`src/rtl/q_agent_ctrl.sv`:
```
// Episode controller for a tabular Q-learning agent: scans a Q-table row, picks an
// epsilon-greedy action, queries the environment and issues one update per step.
module q_agent_ctrl #(
    parameter int unsigned NUM_ACT    = 15,
    parameter int unsigned MAX_STEPS  = 64,
    parameter int unsigned UPD_CYCLES = 3,
    parameter logic [15:0] LFSR_SEED  = 16'hACE1
) (
    input  logic               clk,
    input  logic               rst,
    input  logic               start,
    input  logic [5:0]         init_state,
    input  logic [5:0]         goal_state,
    input  logic [3:0]         epsilon,
    output logic [5:0]         q_rd_state,
    output logic [3:0]         q_rd_act,
    input  logic signed [15:0] q_rd_data,
    output logic               env_req,
    output logic [3:0]         env_action,
    input  logic               env_valid,
    input  logic [5:0]         env_next_state,
    input  logic signed [15:0] env_reward,
    output logic               acc_en,
    output logic [5:0]         acc_state,
    output logic [5:0]         acc_next_state,
    output logic [3:0]         acc_action,
    output logic [15:0]        acc_reward,
    output logic               busy,
    output logic               done,
    output logic [6:0]         step_cnt,
    output logic [15:0]        total_reward
);

    localparam int unsigned UPD_W     = (UPD_CYCLES > 1) ? $clog2(UPD_CYCLES) : 1;
    localparam logic [UPD_W-1:0] UPD_LAST = UPD_W'(UPD_CYCLES - 1);
    localparam logic [3:0] SCAN_LAST  = 4'(NUM_ACT);
    localparam logic [6:0] STEP_LIMIT = 7'(MAX_STEPS);
    localparam logic [15:0] LFSR_TAPS = 16'hB400;

    typedef enum logic [2:0] {
        StIdle,
        StScan,
        StChoose,
        StEnvReq,
        StWaitEnv,
        StUpdate,
        StCheck
    } state_e;

    state_e             state_q, state_d;
    logic [5:0]         cur_state_q, cur_state_d;
    logic [3:0]         scan_cnt_q, scan_cnt_d;
    logic signed [15:0] best_val_q, best_val_d;
    logic [3:0]         best_act_q, best_act_d;
    logic [3:0]         act_q, act_d;
    logic [5:0]         next_q, next_d;
    logic [15:0]        rew_q, rew_d;
    logic [UPD_W-1:0]   upd_cnt_q, upd_cnt_d;
    logic [6:0]         step_q, step_d;
    logic [15:0]        total_q, total_d;
    logic               done_q, done_d;
    logic [15:0]        lfsr_q, lfsr_d;

    logic       explore;
    logic [3:0] explore_act;

    assign explore     = lfsr_q[7:4] < epsilon;
    assign explore_act = 4'((32'(lfsr_q[3:0]) % NUM_ACT) + 32'd1);

    always_comb begin
        state_d     = state_q;
        cur_state_d = cur_state_q;
        scan_cnt_d  = scan_cnt_q;
        best_val_d  = best_val_q;
        best_act_d  = best_act_q;
        act_d       = act_q;
        next_d      = next_q;
        rew_d       = rew_q;
        upd_cnt_d   = upd_cnt_q;
        step_d      = step_q;
        total_d     = total_q;
        done_d      = 1'b0;
        lfsr_d      = lfsr_q[0] ? ((lfsr_q >> 1) ^ LFSR_TAPS) : (lfsr_q >> 1);

        q_rd_state     = '0;
        q_rd_act       = '0;
        env_req        = 1'b0;
        env_action     = '0;
        acc_en         = 1'b0;
        acc_state      = '0;
        acc_next_state = '0;
        acc_action     = '0;
        acc_reward     = '0;

        unique case (state_q)
            StIdle: begin
                if (start) begin
                    cur_state_d = init_state;
                    step_d      = '0;
                    total_d     = '0;
                    scan_cnt_d  = '0;
                    state_d     = StScan;
                end
            end
            StScan: begin
                q_rd_state = cur_state_q;
                if (scan_cnt_q < SCAN_LAST) begin
                    q_rd_act = scan_cnt_q + 4'd1;
                end
                // Data seen with count c belongs to action c; strict > keeps the lowest index.
                if (scan_cnt_q != 4'd0) begin
                    if (scan_cnt_q == 4'd1 || q_rd_data > best_val_q) begin
                        best_val_d = q_rd_data;
                        best_act_d = scan_cnt_q;
                    end
                end
                if (scan_cnt_q == SCAN_LAST) begin
                    state_d = StChoose;
                end else begin
                    scan_cnt_d = scan_cnt_q + 4'd1;
                end
            end
            StChoose: begin
                act_d   = explore ? explore_act : best_act_q;
                state_d = StEnvReq;
            end
            StEnvReq: begin
                env_req    = 1'b1;
                env_action = act_q;
                state_d    = StWaitEnv;
            end
            StWaitEnv: begin
                env_action = act_q;
                if (env_valid) begin
                    next_d    = env_next_state;
                    rew_d     = env_reward;
                    upd_cnt_d = '0;
                    state_d   = StUpdate;
                end
            end
            StUpdate: begin
                acc_en         = 1'b1;
                acc_state      = cur_state_q;
                acc_next_state = next_q;
                acc_action     = act_q;
                acc_reward     = rew_q;
                if (upd_cnt_q == UPD_LAST) begin
                    state_d = StCheck;
                end else begin
                    upd_cnt_d = upd_cnt_q + 1'b1;
                end
            end
            StCheck: begin
                step_d      = step_q + 7'd1;
                total_d     = total_q + rew_q;
                cur_state_d = next_q;
                if (next_q == goal_state || step_d == STEP_LIMIT) begin
                    done_d  = 1'b1;
                    state_d = StIdle;
                end else begin
                    scan_cnt_d = '0;
                    state_d    = StScan;
                end
            end
            default: state_d = StIdle;
        endcase
    end

    always_ff @(posedge clk or posedge rst) begin
        if (rst) begin
            state_q     <= StIdle;
            cur_state_q <= '0;
            scan_cnt_q  <= '0;
            best_val_q  <= '0;
            best_act_q  <= '0;
            act_q       <= '0;
            next_q      <= '0;
            rew_q       <= '0;
            upd_cnt_q   <= '0;
            step_q      <= '0;
            total_q     <= '0;
            done_q      <= 1'b0;
            lfsr_q      <= LFSR_SEED;
        end else begin
            state_q     <= state_d;
            cur_state_q <= cur_state_d;
            scan_cnt_q  <= scan_cnt_d;
            best_val_q  <= best_val_d;
            best_act_q  <= best_act_d;
            act_q       <= act_d;
            next_q      <= next_d;
            rew_q       <= rew_d;
            upd_cnt_q   <= upd_cnt_d;
            step_q      <= step_d;
            total_q     <= total_d;
            done_q      <= done_d;
            lfsr_q      <= lfsr_d;
        end
    end

    // done is registered so it coincides with the final step_cnt/total_reward.
    assign done         = done_q;
    assign busy         = (state_q != StIdle);
    assign step_cnt     = step_q;
    assign total_reward = total_q;

    a_lfsr_nonzero: assert property (@(posedge clk) disable iff (rst) lfsr_q != 16'h0);
    a_req_pulse:    assert property (@(posedge clk) disable iff (rst) env_req |=> !env_req);
    a_done_pulse:   assert property (@(posedge clk) disable iff (rst) done |=> !done);

endmodule

```
`config.mk`:
```
export PLATFORM = sky130hd
export DESIGN_NAME = q_agent_ctrl
export DESIGN_NICKNAME = d
export VERILOG_FILES = /design/src/rtl/q_agent_ctrl.sv
export SDC_FILE = /design/constraint.sdc
export NUM_CORES = 1
export LEC_CHECK = 0
export BUFFER_PORTS_ARGS = -buffer_cell sky130_fd_sc_hd__buf_2
export CORE_ASPECT_RATIO = 1.2
export CORE_MARGIN = 5
export CORE_UTILIZATION = 36
export CTS_CLUSTER_SIZE = 8
export DETAILED_ROUTE_END_ITERATION = 12
export SETUP_SLACK_MARGIN = 0.5
export SYNTH_ARGS = -nofsm -noshare
export SYNTH_HDL_FRONTEND = slang
export SYNTH_SLANG_ARGS = --single-unit
```
`constraint.sdc`:
```
create_clock -name clk -period 3.75 [get_ports clk]
set_input_delay 0.1875 -clock clk [delete_from_list [all_inputs] [get_ports clk]]
set_output_delay 0.1875 -clock clk [all_outputs]
set_load 0.01 [all_outputs]
```
-- After elaboration in Yosys (flattened, before gate mapping)
Cells that the tools add are included.
- bits in writable memories: 0
- bits in latches: 0
- output and inout port bits: 73
- input port bits: 58
- register bits: 101
- logic and storage cells: 89
- memory bits (read-only): 0
- memories: 0
- add/subtract/negate cells: 5
- reductions and logical operators: 15
- multiplexer cells: 33
- shift operators: 0
- bitwise gates (word level): 1
- $mul: 0
- divide/modulo/power cells: 1
- equality and inequality tests: 18
- $lt $le $gt $ge: 3
- operator list (cell ; count):
    $mux W16 ; 3
    $mod A4 B4 Y32 const B ; 1
    $mux W4 ; 8
    $pmux W16 S2 ; 1
    $mux W6 ; 4
    $pmux W3 S7 ; 1
    $add A16 B16 Y16 ; 1
    $gt A16 B16 Y1 ; 1
    $ne A2 B2 Y1 const B ; 7
    $pmux W7 S2 ; 1
    $mux W3 ; 4
    $pmux W4 S3 ; 1
    $pmux W6 S2 ; 1
    $eq A3 B3 Y1 const B ; 3
    $add A4 B1 Y4 const B ; 2
    $reduce_and A4 Y1 ; 2
    $add A7 B1 Y7 const B ; 1
    $eq A7 B7 Y1 const B ; 1
    $mux W7 ; 1
    $eq A3 B2 Y1 const B ; 2
    $eq A6 B6 Y1 ; 1
    $reduce_and A3 Y1 ; 2
    $reduce_bool A3 Y1 ; 2
    $mux W1 ; 5
    other kinds (16) ; 20

-- Logic depth before layout (Yosys ltp)
Gate-level depths: netlist (run 1).
- depth in word-level cells: 5
- mapped depth: 11
- mapped depth without buffers: 10

-- Least setup slack after synthesis (run 1)
OpenSTA, ideal clock, no wires.
- kind: register -> register
- start point: register total_q[1], in the netlist total_reward[1]
- end point: register total_q[15], in the netlist total_reward[15]
- setup time: 0.077 ns
- period minus slack after synthesis: 2.317 ns
- data required time: 3.673 ns
- data arrival time: 2.241 ns
- path slack: 1.433 ns
- buffers on the path: 0
- stages on the path, launching flop included: 10
- path through: dfrtp_1 ha_1 a211oi_1 o21ai_1 a311oi_1 nor2_1 a211o_1 xnor2_1 or3_1 o21ai_1
- word-level cells in the longest chain between the ends: 2
- RTL lines (item ; line ; text):
    start: declaration ; 60 ; logic [15:0] total_q, total_d;
    start signal: assignment ; 195 ; total_q <= total_d;
    $add A16 B16 Y16 ; 155 ; total_d = total_q + rew_q;
    $pmux W16 S2 ; 95 ; unique case (state_q)
No other way between the ends.
A chain may end at the register's enable or synchronous reset.

-- Final worst setup path (run 1)
- start point: register best_val_q[13]
- end point: register best_val_q[3]
- word-level cells in the longest chain between the ends: 3
- RTL lines (item ; line ; text):
    start: declaration ; 53 ; logic signed [15:0] best_val_q, best_val_d;
    start signal: assignment ; 188 ; best_val_q <= best_val_d;
    $gt A16 B16 Y1 ; 112 ; if (scan_cnt_q == 4'd1 || q_rd_data > best_val_q) begin
    $logic_or A1 B1 Y1 ; 112 ;
    $reduce_and A3 Y1 (no source line) ; -- ;
No other way between the ends.

==> impl_metrics.toml, run 1 <==
[worst_setup_path]
critPathSlowestCell = "a221o_2"
worst_ep_required_time_ps = 3970
r2r_start = "best_val_q[13]"
crit_fanout = 20
critPathCaptureType = "flop"
path_cells = "inv_1 > ha_1 > a21o_1 > a2111oi_1 > nand2_1 > o21ai_1 > a221o_2 > mux2_4"
cp.arrival_ps = 2880
rr_endpoint = "best_val_q[3]"
crit_type = "reg -> reg"
reg2reg_slack_ps = 1100
cp_slowest_stage_delay_ps = 600
cp-start-kind = "flop"
rr_worst_depth = 8

[routing]
wl_per_cell_um = 15.8
drtIter0Drc = 171
drc = 0
ant_nets = 0
totalWireLength_um = 13700
via_per_inst = 5.03
firstDrtPassIters = 5
vias = 4388

[yosys]
async_flop_share_pct = 100
synth_top_area_share_pct = 41.6
syn_avg_cell_area_um2 = 10.5
synth_warnings = 0
ys.flop_type = "dfrtp_1"
synth_top_cell_by_area = "dfrtp_1"
synthTopCellsByArea = "dfrtp_1, ha_1, mux2_4"
ys_seq_elements = 101
syn_area_um2 = 5600
synth_edf_count = 0
ys_types = 46
syn-num-nets = 633
synth_cells = 534
seq_area_frac_synth_pct = 45.3

[placed_design]
portBuffers = 130
hpwl_um = 10100
gp_congestion = 0.807

[sta]
final_hold_viol_count = 0
fin_crit_sh_pct = 70.8
relSlewSlack_pct = 38.4
slew_viol_final = 0
rsz0062_at_grt = "no"
setup_viol = 0
worst_pin_slew_ps = 924
fin_skew_ps = 10.3
post-route-min-period_ps = 2650
fmax_mhz = 377
tns_ps = 0

[clock_network]
post_cts_resized = 0
hold_buffers = 0
clock_latency_ps = 350
post-cts-setup-buffers = 0
cts_root_buf = "clkbuf_16"
htree_levels = 3
cts_buffer_depth = 2
clk_pin_slew_ps = 70
cts.sinks = 101
numCtsBuffers = 9
cts_tree = "built"

[outcome]
status = "finished clean"

[pwr]
p_int_uw = 3150
p_seq_share_pct = 35.4
total_leakage_power_uw = 0.00370
ir_worst_vdd_mv = 0.310
powerDensity_nw_per_um2 = 759
clkPwrFrac_pct = 18.9
p_total_uw = 5140
power_switching_uw = 1990
swShare_pct = 38.7
pwr-share-comb_pct = 45.7

[global_route]
grt-ovfl-total = 0
grt_pass1_vias = 4640
grt_max_degree = 76
grt_use_total_pct = 15.5
antenna_found_initial = 0
grt_pass1_wl_um = 22300

[final_layout]
num_antenna_cells = 0
seqCellArea_um2 = 2540
layout.nets = 758
drive_gt1_share_pct = 31.0
area_growth_pct = 21.1
multi_input_area_um2 = 2850
fillCellCount = 1517

[die]
chipWidth_um = 124
die_h_um = 147
io_pins = 131
start_util_pct = 36.2
die_area_um2 = 18100
fp-row-count = 50
fp.coreArea_um2 = 15500

[flow_run]
drv_cap = 0

[worst_hold_path]
hold_path.class = "in -> async"
-- power by group through the flow --
stage                     combinational, uW  sequential (uW)  clock, uW
final                                  2350             1820        970
after global routing                   2650             1880       1050
after CTS                              2380             1830       1000
after detailed placement               2370             1840          0
after global placement                 2310             1830          0
after floorplan                        1800             1740          0
-- placed cells by master (no fill, tap or decap), drive strengths merged, types with 10 or more instances in the layout --
cell type	Yosys	layout
a21o	14	14
a21oi	20	20
and3	37	37
buf	4	137
clkbuf	19	11
dfrtp	93	93
ha	40	40
inv	31	31
mux2	40	40
nand2	42	42
nor2	19	19
o21ai	43	43
xnor2	10	10
xor2	19	19
-- cell usage after synthesis, drive strengths merged (3+ instances only) --
library cell	count
ha	40
a31oi	5
nand2	42
nor2b	7
nor3	7
a211oi	3
xor2	19
a22o	6
nand3	9
and2	9
o21ai	43
o31ai	4
mux2i	9
inv	31
nand2b	3
xnor2	10
dfrtp	93
buf	4
a21o	14
dfstp	8
mux2	40
nor2	19
o21bai	4
clkbuf	19
a21oi	20
nand4	5
and3	37
or3	4
-- through the flow --
step           area, um^2  std cells  setup slack (ps)  utilization (%)  hold WS, ps
3_5_place_dp         6470        856              1080             41.8          338
2_1_floorplan        5600        534               929                -          331
4_1_cts              6780        872              1050             43.9         48.6
3_3_place_gp         6470        856              1130             41.8          336
6_report             6780        872              1100             43.9         34.5
5_1_grt              6780        872               758             43.9         45.1
-- routing by layer --
layer  part of all wire (%)  GRT usage (%)  up-vias
li1                       -              -     2132
met4                    2.0           5.87        0
met5                      0              0        -
met1                     41           18.6     2109
met3                    6.1           3.45       22
met2                     50           26.6      125
-- cells by family (layout without fill, tap and decap cells) --
family	count (synthesis)	after routing	synth area share, %
AOI/OAI and AO/OA	110	110	12.2
xor gates and xnor gates	29	29	4.54
adders and majority gates	41	41	9.30
buffers and inverters	54	184	3.94
DFF	101	101	45.3
muxes	49	49	10.9
and+or+nand+nor	150	150	13.8
-- worst max path at each step --
stage               depth (start not counted)  slack [ps]           start             end
floorplan                                   1         930             rst        act_q[0]
global placement                            8        1130  best_val_q[13]  best_val_q[13]
detailed placement                          8        1080  best_val_q[13]   best_val_q[3]
CTS                                         8        1050  best_val_q[13]   best_val_q[3]
global route                                8         760  best_val_q[13]  best_val_q[11]
finish                                      8        1100  best_val_q[13]   best_val_q[3]
-- state kept, by name, summed over array words and instances, names as in the netlist, 6 cells and up --
signal        flops
next_q            6
step_cnt          7
rew_q            16
cur_state_q       6
best_val_q       16
lfsr_q           16
total_reward     16
-- worst max-delay path, delay by kind of cell, from the launching register on --
kind	cells	cell delay (ps)
mux	1	350
flops	1	360
simple gates	1	100
fa+ha+maj	1	280
buf+inv	1	50
compound gates	4	1400
-- cell type report --
type	count	share of cell area, %
Multi-Input combinational cell	379	42.0
Inverter	31	1.75
Timing Repair Buffer	137	10.4
Clock inverter	5	0.868
Clock buffer	11	3.73
Sequential cell	101	37.4
Tap cell	208	3.84
Note: power is estimated with default switching activity, not from simulation.
==> run 2: changes to the inputs <==
--- a/config.mk
+++ b/config.mk
@@ -5,6 +5,7 @@
 export SDC_FILE = /design/constraint.sdc
 export NUM_CORES = 1
 export LEC_CHECK = 0
+export ABC_AREA = 1
 export BUFFER_PORTS_ARGS = -buffer_cell sky130_fd_sc_hd__buf_2
 export CORE_ASPECT_RATIO = 1.2
 export CORE_MARGIN = 5
==> constraint.sdc (replaced) <==
create_clock -name clk -period 2.4 [get_ports clk]
set_input_delay 0.12 -clock clk [delete_from_list [all_inputs] [get_ports clk]]
set_output_delay 0.12 -clock clk [all_outputs]
set_load 0.01 [all_outputs]
==> run 2 against run 1 <==
  * Wire length is 11% higher
  * Count of clock-buffer cells in the layout is 3 higher
  * Critical path depth is 3 higher
  * Largest power group unchanged
  * Highest routed layer unchanged
  * Total power is 80% higher
  * Utilization is 3.4 points higher
  * Global-route usage is 0.70 points higher
  * Sequential cell count stayed put
  * Critical path type unchanged
  * Cell count is 24% higher
  * Area after synthesis is 1.8% higher
  * Maximum frequency is 39% higher
  * Setup slack worse by 600 ps
==> impl_metrics.toml, run 2 <==
[outcome]
status = "finished clean"

[clock_network]
clk_pin_slew_ps = 70
cts_tree = "built"
numCtsBuffers = 9
clock_latency_ps = 360
cts.sinks = 101
cts_buffer_depth = 2
htree_levels = 3
cts_root_buf = "clkbuf_16"

[flow_run]
drv_cap = 0

[yosys]
ys_seq_elements = 101
synthTopCellsByArea = "dfrtp_1, nand2_1, ha_1"
synth_cells = 719
muxShareOfSynthArea_pct = 0
async_flop_share_pct = 100
synthAdderAreaFrac_pct = 9.14
ys_types = 33
synthXorXnorAreaFrac_pct = 2.61
yosys.cell_count.top_type = "nand2_1"
syn-num-nets = 818
synth_top_family_by_area = "simple AND/OR/NAND/NOR gates"
synth_top_area_share_pct = 40.9
ys.flop_type = "dfrtp_1"
synth_edf_count = 0
synth_warnings = 0
synth_top_cell_by_area = "dfrtp_1"
synthSimpleGateAreaFrac_pct = 23.0
synth_commonest_cells = "nand2_1, inv_1, nor2_1, dfrtp_1, a21oi_1"
syn_avg_cell_area_um2 = 7.92
synth_compound_area_share_pct = 11.4
seq_area_frac_synth_pct = 44.5
syn_area_um2 = 5700

[die]
start_util_pct = 36.6
fp.coreArea_um2 = 15600
io_pins = 131
die_h_um = 148
die_area_um2 = 18500
chipWidth_um = 125
fp-row-count = 50

[global_route]
grt_use_total_pct = 16.2
grt_max_degree = 102
antenna_found_initial = 0
grt_pass1_wl_um = 24100
grt_pass1_vias = 4924
grt-ovfl-total = 0

[worst_setup_path]
crit_type = "reg -> reg"
worst_ep_required_time_ps = 2650
critPathCaptureType = "flop"
cp-start-kind = "flop"
crit_fanout = 4
cp.arrival_ps = 2160

[routing]
vias = 5105
wl_met2_um = 7730
dr.max_layer_used = "met4"
wl_per_cell_um = 14.1
ant_nets = 0
totalWireLength_um = 15200
wl_met1_um = 6580
drtIter0Drc = 299
via_per_inst = 4.73
route.met3.wl_um = 598
drc = 0
firstDrtPassIters = 4

[final_layout]
final_cell_mix = "buf_2, nand2_1, inv_1"
drive_gt1_share_pct = 30.2
num_antenna_cells = 0
layout.nets = 966
area_growth_pct = 29.1
layout_commonest_cell = "buf_2"

[sta]
slew_viol_final = 0
tns_ps = 0
setup_viol = 0
fin_skew_ps = 9.02
relSlewSlack_pct = 64.0
rsz0062_at_grt = "yes"
post-route-min-period_ps = 1910
worst_pin_slew_ps = 540
fmax_mhz = 524
final_hold_viol_count = 0
fin_crit_sh_pct = 79.5
layout_setup_ws_ps = 492

[pwr]
total_leakage_power_uw = 0.00398
ir_worst_vdd_mv = 0.529
powerDensity_nw_per_um2 = 1260

[placed_design]
gp_congestion = 0.845
dp_slack_ps = 429
portBuffers = 130
hpwl_um = 10900

[worst_hold_path]
hold_path.class = "in -> reg"
[run 2: final timing paths]
path | start | end | cells after the start | slack (ps)
worst min register to register | lfsr_q[9] | lfsr_q[8] | 0 | 350
worst max-delay path | total_reward[0] | total_reward[6] | 11 | 490
worst min-delay path | env_reward[12] | rew_q[12] | 3 | 10
max in group asynchronous | rst | lfsr_q[5] | 4 | 1520
min in group asynchronous | rst | cur_state_q[1] | 4 | 460
worst max register to register | total_reward[0] | total_reward[6] | 11 | 490
[run 2: where the power goes]
| part | switching, uW | total, uW | leakage, uW | internal (uW) |
|---|---|---|---|---|
| clock network | 624 | 1350 | 0.000131 | 730 |
| registers | 439 | 2750 | 0.00124 | 2310 |
| logic | 3150 | 5170 | 0.00260 | 2020 |
| total | 4210 | 9270 | 0.00398 | 5060 |
[run 2: metrics by stage]
step                      area [um^2]  instances  power (uW)  hold WS (ps)  util [%]
final                            7360       1080        9270          10.5      47.2
after global routing             7360       1080       10100          16.4      47.2
after CTS                        6930       1065        8570          4.19      44.5
after detailed placement         6600       1046        7070           336      42.4
after global placement           6600       1046        7010           330      42.4
after floorplan                  5710        719        5730           269         -
[run 2: cell type report]
| class | instances | area [um^2] |
|---|---|---|
| Clock inverter | 2 | 10.0 |
| Multi-Input combinational cell | 483 | 2950 |
| Tap cell | 208 | 260 |
| Fill cell | 1516 | 8220 |
| Timing Repair Buffer | 158 | 901 |
| Inverter | 114 | 437 |
| Sequential cell | 101 | 2540 |
| Clock buffer | 14 | 254 |
[run 2: cells by family after synthesis]
family	Yosys count
xor gates and xnor gates	17
adders and majority gates	41
AOI/OAI and AO/OA	115
DFF	101
buffers and inverters	135
and+or+nand+nor	310
[run 2: metal layers]
metal | vias to the layer above | global-route usage [%]
met2 | 99 | 28.2
met1 | 2378 | 19.8
met3 | 18 | 3.29
met4 | 0 | 6.24
li1 | 2610 | -
met5 | - | 0
[run 2: worst max-delay path: stages, from the launching register on]
cell and delay [ps]:
dfrtp_1 390, ha_2 200, fa_2 350, nand2_2 70
inv_2 40, o21ai_2 110, nand2_2 100, inv_2 90
o21ai_4 70, or2_2 280, nand3_1 70, nand2_1 50
[run 2: what timing repair did]
item	in CTS	in global routing
pin swaps	1	21
endpoints found under the setup margin	38	52
hold buffers	1	0
gates resized for setup	11	80
buffers inserted	2	14
endpoints found under the hold margin	93	0
cloned	0	1
